==> src/rtl/call_register_if.sv <==
// Button, lift-status and request/door signals between the lift car controller side and call_register.
// The master side drives buttons and lift status; the slave side returns request bitmaps and the door command.
interface call_register_if #(
  parameter int NUM_FLOORS = 11
);
  logic [NUM_FLOORS-1:0] hall_btn;
  logic [NUM_FLOORS-1:0] cab_btn;
  logic [3:0]            lift_floor;
  logic [1:0]            motor_signal;
  logic [NUM_FLOORS-1:0] floor_req;
  logic [NUM_FLOORS-1:0] cab_pend;
  logic [NUM_FLOORS-1:0] hall_pend;
  logic                  door_open;
  logic                  busy;

  modport master (
    output hall_btn, cab_btn, lift_floor, motor_signal,
    input  floor_req, cab_pend, hall_pend, door_open, busy
  );

  modport slave (
    input  hall_btn, cab_btn, lift_floor, motor_signal,
    output floor_req, cab_pend, hall_pend, door_open, busy
  );
endinterface

==> src/rtl/call_register.sv <==
// Latches hall/cab presses into per-floor pending bitmaps and runs the door dwell on arrival; 1-cycle press-to-request.
// No backpressure: presses are level-sampled every cycle and floor_req is masked while the door is open.
module call_register #(
  parameter int NUM_FLOORS   = 11,
  parameter int DWELL_CYCLES = 8
) (
  input  logic            clk,
  input  logic            rst,
  call_register_if.slave  bus
);

  typedef enum logic {
    ST_CLOSED = 1'b0,
    ST_OPEN   = 1'b1
  } state_t;

  localparam logic [7:0] DWELL_RELOAD = 8'(DWELL_CYCLES - 1);

  state_t                r_state;
  state_t                w_state_nxt;
  logic [7:0]            r_dwell_cnt;
  logic [7:0]            w_dwell_nxt;
  logic [NUM_FLOORS-1:0] r_prev_hall;
  logic [NUM_FLOORS-1:0] r_prev_cab;
  logic [NUM_FLOORS-1:0] r_hall_pend;
  logic [NUM_FLOORS-1:0] r_cab_pend;
  logic [NUM_FLOORS-1:0] w_hall_nxt;
  logic [NUM_FLOORS-1:0] w_cab_nxt;

  logic [NUM_FLOORS-1:0] w_hall_press;
  logic [NUM_FLOORS-1:0] w_cab_press;
  logic [NUM_FLOORS-1:0] w_pend;
  logic [NUM_FLOORS-1:0] w_sel;
  logic                  w_idle_motor;
  logic                  w_service;
  logic                  w_reopen;
  logic                  w_door_open;

  assign w_hall_press = bus.hall_btn & ~r_prev_hall;
  assign w_cab_press  = bus.cab_btn  & ~r_prev_cab;
  assign w_pend       = r_hall_pend | r_cab_pend;
  assign w_idle_motor = (bus.motor_signal == 2'b00);

  // One-hot of the current floor; all-zero when the reported floor is out of range.
  always_comb begin
    w_sel = '0;
    for (int i = 0; i < NUM_FLOORS; i++) begin
      w_sel[i] = (bus.lift_floor == 4'(i));
    end
  end

  assign w_service = (r_state == ST_CLOSED) && w_idle_motor && (|(w_pend & w_sel));
  assign w_reopen  = (r_state == ST_OPEN) && (|((w_hall_press | w_cab_press) & w_sel));

  always_ff @(posedge clk or posedge rst) begin
    if (rst) begin
      r_state <= ST_CLOSED;
    end else begin
      r_state <= w_state_nxt;
    end
  end

  always_comb begin
    w_state_nxt = r_state;
    case (r_state)
      ST_CLOSED: begin
        if (w_service) begin
          w_state_nxt = ST_OPEN;
        end
      end
      ST_OPEN: begin
        if (!w_reopen && (r_dwell_cnt == 8'd0)) begin
          w_state_nxt = ST_CLOSED;
        end
      end
      default: w_state_nxt = ST_CLOSED;
    endcase
  end

  always_comb begin
    w_door_open = 1'b0;
    case (r_state)
      ST_OPEN:  w_door_open = 1'b1;
      default:  w_door_open = 1'b0;
    endcase
  end

  always_comb begin
    w_dwell_nxt = r_dwell_cnt;
    if (w_service || w_reopen) begin
      w_dwell_nxt = DWELL_RELOAD;
    end else if ((r_state == ST_OPEN) && (r_dwell_cnt != 8'd0)) begin
      w_dwell_nxt = r_dwell_cnt - 8'd1;
    end
  end

  // Service clears beat a same-edge press; while open, a press at the car's floor only restarts the dwell.
  always_comb begin
    w_hall_nxt = r_hall_pend | w_hall_press;
    w_cab_nxt  = r_cab_pend  | w_cab_press;
    if (w_service) begin
      w_hall_nxt = w_hall_nxt & ~w_sel;
      w_cab_nxt  = w_cab_nxt  & ~w_sel;
    end else if (r_state == ST_OPEN) begin
      w_hall_nxt = r_hall_pend | (w_hall_press & ~w_sel);
      w_cab_nxt  = r_cab_pend  | (w_cab_press  & ~w_sel);
    end
  end

  // prev resets to all-ones so a button held through reset needs a fresh press.
  always_ff @(posedge clk or posedge rst) begin
    if (rst) begin
      r_prev_hall <= '1;
      r_prev_cab  <= '1;
      r_hall_pend <= '0;
      r_cab_pend  <= '0;
      r_dwell_cnt <= 8'd0;
    end else begin
      r_prev_hall <= bus.hall_btn;
      r_prev_cab  <= bus.cab_btn;
      r_hall_pend <= w_hall_nxt;
      r_cab_pend  <= w_cab_nxt;
      r_dwell_cnt <= w_dwell_nxt;
    end
  end

  assign bus.floor_req = w_pend & {NUM_FLOORS{~w_door_open}};
  assign bus.hall_pend = r_hall_pend;
  assign bus.cab_pend  = r_cab_pend;
  assign bus.door_open = w_door_open;
  assign bus.busy      = (|r_hall_pend) | (|r_cab_pend) | w_door_open;

endmodule

==> src/flat_wrapper.sv <==
// flat-port wrapper written by rule: the top's interface ports become plain ports
module call_register_flat 
#(
  parameter int NUM_FLOORS   = 11,
  parameter int DWELL_CYCLES = 8
)
  (clk, rst, bus_hall_btn, bus_cab_btn, bus_lift_floor, bus_motor_signal, bus_floor_req, bus_cab_pend, bus_hall_pend, bus_door_open, bus_busy);
  call_register_if #(.NUM_FLOORS(NUM_FLOORS)) bus_i ();
  input  logic clk;
  input  logic rst;
  input wire logic [$bits(bus_i.hall_btn)-1:0] bus_hall_btn;
  input wire logic [$bits(bus_i.cab_btn)-1:0] bus_cab_btn;
  input wire logic [$bits(bus_i.lift_floor)-1:0] bus_lift_floor;
  input wire logic [$bits(bus_i.motor_signal)-1:0] bus_motor_signal;
  output wire logic [$bits(bus_i.floor_req)-1:0] bus_floor_req;
  output wire logic [$bits(bus_i.cab_pend)-1:0] bus_cab_pend;
  output wire logic [$bits(bus_i.hall_pend)-1:0] bus_hall_pend;
  output wire logic [$bits(bus_i.door_open)-1:0] bus_door_open;
  output wire logic [$bits(bus_i.busy)-1:0] bus_busy;
  assign bus_i.hall_btn = bus_hall_btn;
  assign bus_i.cab_btn = bus_cab_btn;
  assign bus_i.lift_floor = bus_lift_floor;
  assign bus_i.motor_signal = bus_motor_signal;
  assign bus_floor_req = bus_i.floor_req;
  assign bus_cab_pend = bus_i.cab_pend;
  assign bus_hall_pend = bus_i.hall_pend;
  assign bus_door_open = bus_i.door_open;
  assign bus_busy = bus_i.busy;
  call_register #(.NUM_FLOORS(NUM_FLOORS), .DWELL_CYCLES(DWELL_CYCLES)) u_core (.clk(clk), .rst(rst), .bus(bus_i));
endmodule
==> config.mk <==
export PLATFORM = sky130hd
export DESIGN_NAME = call_register_flat
export DESIGN_NICKNAME = d
export VERILOG_FILES = /design/src/rtl/call_register_if.sv /design/src/rtl/call_register.sv /design/src/flat_wrapper.sv
export SDC_FILE = /design/constraint.sdc
export NUM_CORES = 1
export LEC_CHECK = 0
export CORE_ASPECT_RATIO = 0.75
export CORE_MARGIN = 5
export CORE_UTILIZATION = 49
export DETAILED_ROUTE_END_ITERATION = 10
export PLACE_DENSITY = 0.89
export REMOVE_ABC_BUFFERS = 1
export SLEW_MARGIN = 20
export SYNTH_ARGS = -nofsm -noshare
export SYNTH_HDL_FRONTEND = slang
export SYNTH_SLANG_ARGS = --single-unit
==> constraint.sdc <==
create_clock -name clk -period 2.04 [get_ports clk]
set_input_delay 0.408 -clock clk [delete_from_list [all_inputs] [get_ports clk]]
set_output_delay 0.408 -clock clk [all_outputs]
set_load 0.02 [all_outputs]
==> impl_metrics.toml <==
[yosys]
synth_top_area_share_pct = 30.83
yosys.area.top_type = "dfrtp_1"
synth_top_family_by_area = "simple AND/OR/NAND/NOR gates"
synth_mux_area_share_pct = 0.4475
synthXorXnorAreaFrac_pct = 2.089
synth_area_um2 = 2516
synth_compound_area_share_pct = 14.82
seq_area_frac_synth_pct = 53.80
ys_types = 37
ys_ff_latch = 53
syn_area_per_cell_um2 = 10.27
yosys.area_share.simple_pct = 25.16
synthAdderAreaFrac_pct = 0.9945
synthCells = 245
ys_top_cells_by_area = "dfrtp_1 (31%), dfstp_2 (23%), a21oi_1 (8.8%)"
yosys_warnings = 0

[timing]
finalSetupTns_ns = -0.3678
finalCritPeriodShare_pct = 118.0
setup_violations = 1
hold_viol = 0
max_freq_mhz = 415.3
setup_slack_ns = -0.3678
final.min_clock_period_ns = 2.408
slew_viol_final = 0
worstMarginPinSlew_ns = 0.3951
fin_worst_skew_ns = 0.009251
slew_headroom_pct = 73.59
rsz0062_at_grt = "yes"
whs_ns = 0.4406

[pwr]
p_int_uw = 2125
combPwrFrac_pct = 34.6
ir_drop_mv = 0.5684
powerDensity_nw_per_um2 = 833.6
p_seq_share_pct = 39.1
p_switching_uw = 1082
power_leakage_uw = 0.001566
clockPowerShare_pct = 26.3
p_sw_share_pct = 33.74

[grt]
antenna_found_initial = 0
grt_pass1_wl_mm = 12.05
grt_pass1_vias = 2489
grt_overflow_total = 0
grt_use_total_pct = 22.77
grt_max_degree = 54

[final_layout]
layout_common_cells = "buf_4 (51), clkdlybuf4s50_1 (47), a21oi_1 (36)"
layout-drive-gt1-share_pct = 32.42
num-nets-final = 395
n_fill_cell = 299
final_common_cell = "buf_4"
area_growth_pct = 52.91
instances_no_fill = 424
antennaDiodeCount = 0

[worst_setup_path]
cp.required_ns = 1.63
crit_fanout = 2
regToRegSetupSlack_ns = 0.03
cp-start-kind = "flop"
crit_arrival_ns = 2.00
crit_chain = "or2_1 -> or4_1 -> or3_1 -> buf_6"
cpPeakStageDelay_ns = 0.53
crit_family = "simple AND/OR/NAND/NOR gates"
timing.critical_path.buf_inv = 1
worstSetupEndpointType = "primary output"
crit_path_top_delay_cell = "or4_1"
critical_path_class = "flop to primary output"

[floorplanning]
fp.coreArea_um2 = 4927
die_w_um = 92.75
die_area_um2 = 6683
dieHeight_um = 72.06
ios = 65
start_util_pct = 51.07
row_count = 22

[detailed_routing]
drc = 0
ant_nets = 0
drt-initial-drc-count = 213
wl_per_cell_um = 17.77
first_pass_iters = 5
vias = 2467
viasPerCell = 5.818
wirelength_mm = 7.533

[cts]
clk_latency_ns = 0.32
path_clk_slew_ns = 0.10
clock-sinks = 53
cts_tree = "yes"
cts_root_buf = "clkbuf_8"
cts_buffer_depth = 2
htree_levels = 2
numCtsBuffers = 5

[placed_design]
port_buffers = 64
dpl.hpwl_mm = 5.173
gp_congestion = 0.8555
dp.cells = 412

[run]
maxCapViolCount = 0

[worst_hold_path]
min_path_type = "input pin to async pin"

[status]
failed_checks = "negative setup slack"
status = "complete, but fails checks"
## final cells by class
| type | count | area, um2 | area share [%] |
|---|---|---|---|
| sequential | 53 | 1354 | 35.19 |
| multi-input combinational | 178 | 1190 | 30.93 |
| timing repair buffer | 121 | 1080 | 28.07 |
| tap | 60 | 75.07 | 1.951 |
| clock buffer | 5 | 68.82 | 1.789 |
| clock inverter | 3 | 65.06 | 1.691 |
| inverter | 4 | 15.01 | 0.3902 |
## stage by stage
stage	area, um2	power (uW)	setup WS [ns]	util, %
final	3847	3207	-0.3678	78.09
after detailed placement	3590	2369	-0.4440	72.85
after global placement	3590	2333	-0.4136	72.85
after floorplan	2464	1861	-0.1006	-
after global routing	3847	3358	-0.3627	78.09
after CTS	3749	3153	-0.3036	76.08
## tightest hold or removal path, cell delays in order
cell and delay (ns):
clkdlybuf4s50_1 0.41, inv_2 0.07, buf_12 0.26
## final timing paths
path | from | endpoint | cells after the start
worst min-delay path | rst | u_core.bus.cab_pend[0] | 3
worst min register to register | u_core.r_dwell_cnt[7] | u_core.r_dwell_cnt[7] | 2
max in group asynchronous | rst | u_core.r_prev_hall[4] | 3
worst max-delay path | u_core.bus.hall_pend[9] | bus_busy | 4
min in group clk | bus_hall_btn[5] | u_core.r_prev_hall[5] | 1
worst max register to register | u_core.bus.cab_pend[1] | u_core.bus.hall_pend[7] | 7
## logic make-up after synthesis
kind of cell / count (synthesis)
compound gates: 67
mux: 1
xor+xnor: 6
flops: 53
fa+ha+maj: 2
buf+inv: 14
simple gates: 102
## Yosys cell counts
| cell | instances |
|---|---|
| o31ai_2 | 1 |
| o31ai_1 | 1 |
| ha_1 | 2 |
| xor2_1 | 1 |
| nor3_1 | 9 |
| a22oi_1 | 4 |
| nand2b_1 | 1 |
| a2111o_1 | 1 |
| a222oi_1 | 1 |
| xnor2_1 | 5 |
| a21oi_1 | 44 |
| dfrtp_1 | 31 |
| inv_1 | 4 |
| nor2b_1 | 25 |
| o31a_1 | 1 |
| or3_1 | 1 |
| or2_2 | 7 |
| clkbuf_1 | 3 |
| and4bb_1 | 5 |
| nor4b_1 | 1 |
| or4_1 | 3 |
| nor4b_2 | 4 |
| buf_6 | 1 |
| nand4_1 | 5 |
| nor2_1 | 18 |
| dfstp_2 | 22 |
| nand3_1 | 4 |
| nor4_2 | 1 |
| o21ai_0 | 11 |
| o21a_1 | 1 |
| mux2_1 | 1 |
| buf_2 | 6 |
| and4b_4 | 1 |
| o21ai_1 | 2 |
| or2_1 | 4 |
| nor4_1 | 1 |
| nand2_1 | 12 |
## routing by layer
layer / vias to the layer above / wire (um) / global-route usage, %
li1: 1111 / - / -
met1: 1203 / 3197 / 29.38
met2: 133 / 3568 / 38.91
met3: 20 / 633 / 5.078
met4: 0 / 133 / 6.667
met5: - / 0 / 0
## sequential cells by signal (all words and copies together) (netlist names)
name / count
u_core.r_dwell_cnt: 8
u_core.r_state: 1
u_core.bus.hall_pend: 11
u_core.r_prev_hall: 11
u_core.r_prev_cab: 11
u_core.bus.cab_pend: 11
## power by group through the flow
stage,Sequential [uW],Clock (uW),Combinational [uW]
floorplan,1320,0,543
global placement,1260,0,1070
detailed placement,1270,0,1100
CTS,1250,843,1060
global route,1270,892,1190
finish,1250,845,1110
## repair_timing
action                                  in CTS  in global routing
hold buffers                                 0                  0
resized for setup                           26                 25
hold endpoints to repair                     0                  0
gates cloned                                 0                  2
pin swaps                                    4                  6
setup buffers                                1                  1
endpoints found under the setup margin      42                 33
(Power assumes the default switching activity.)
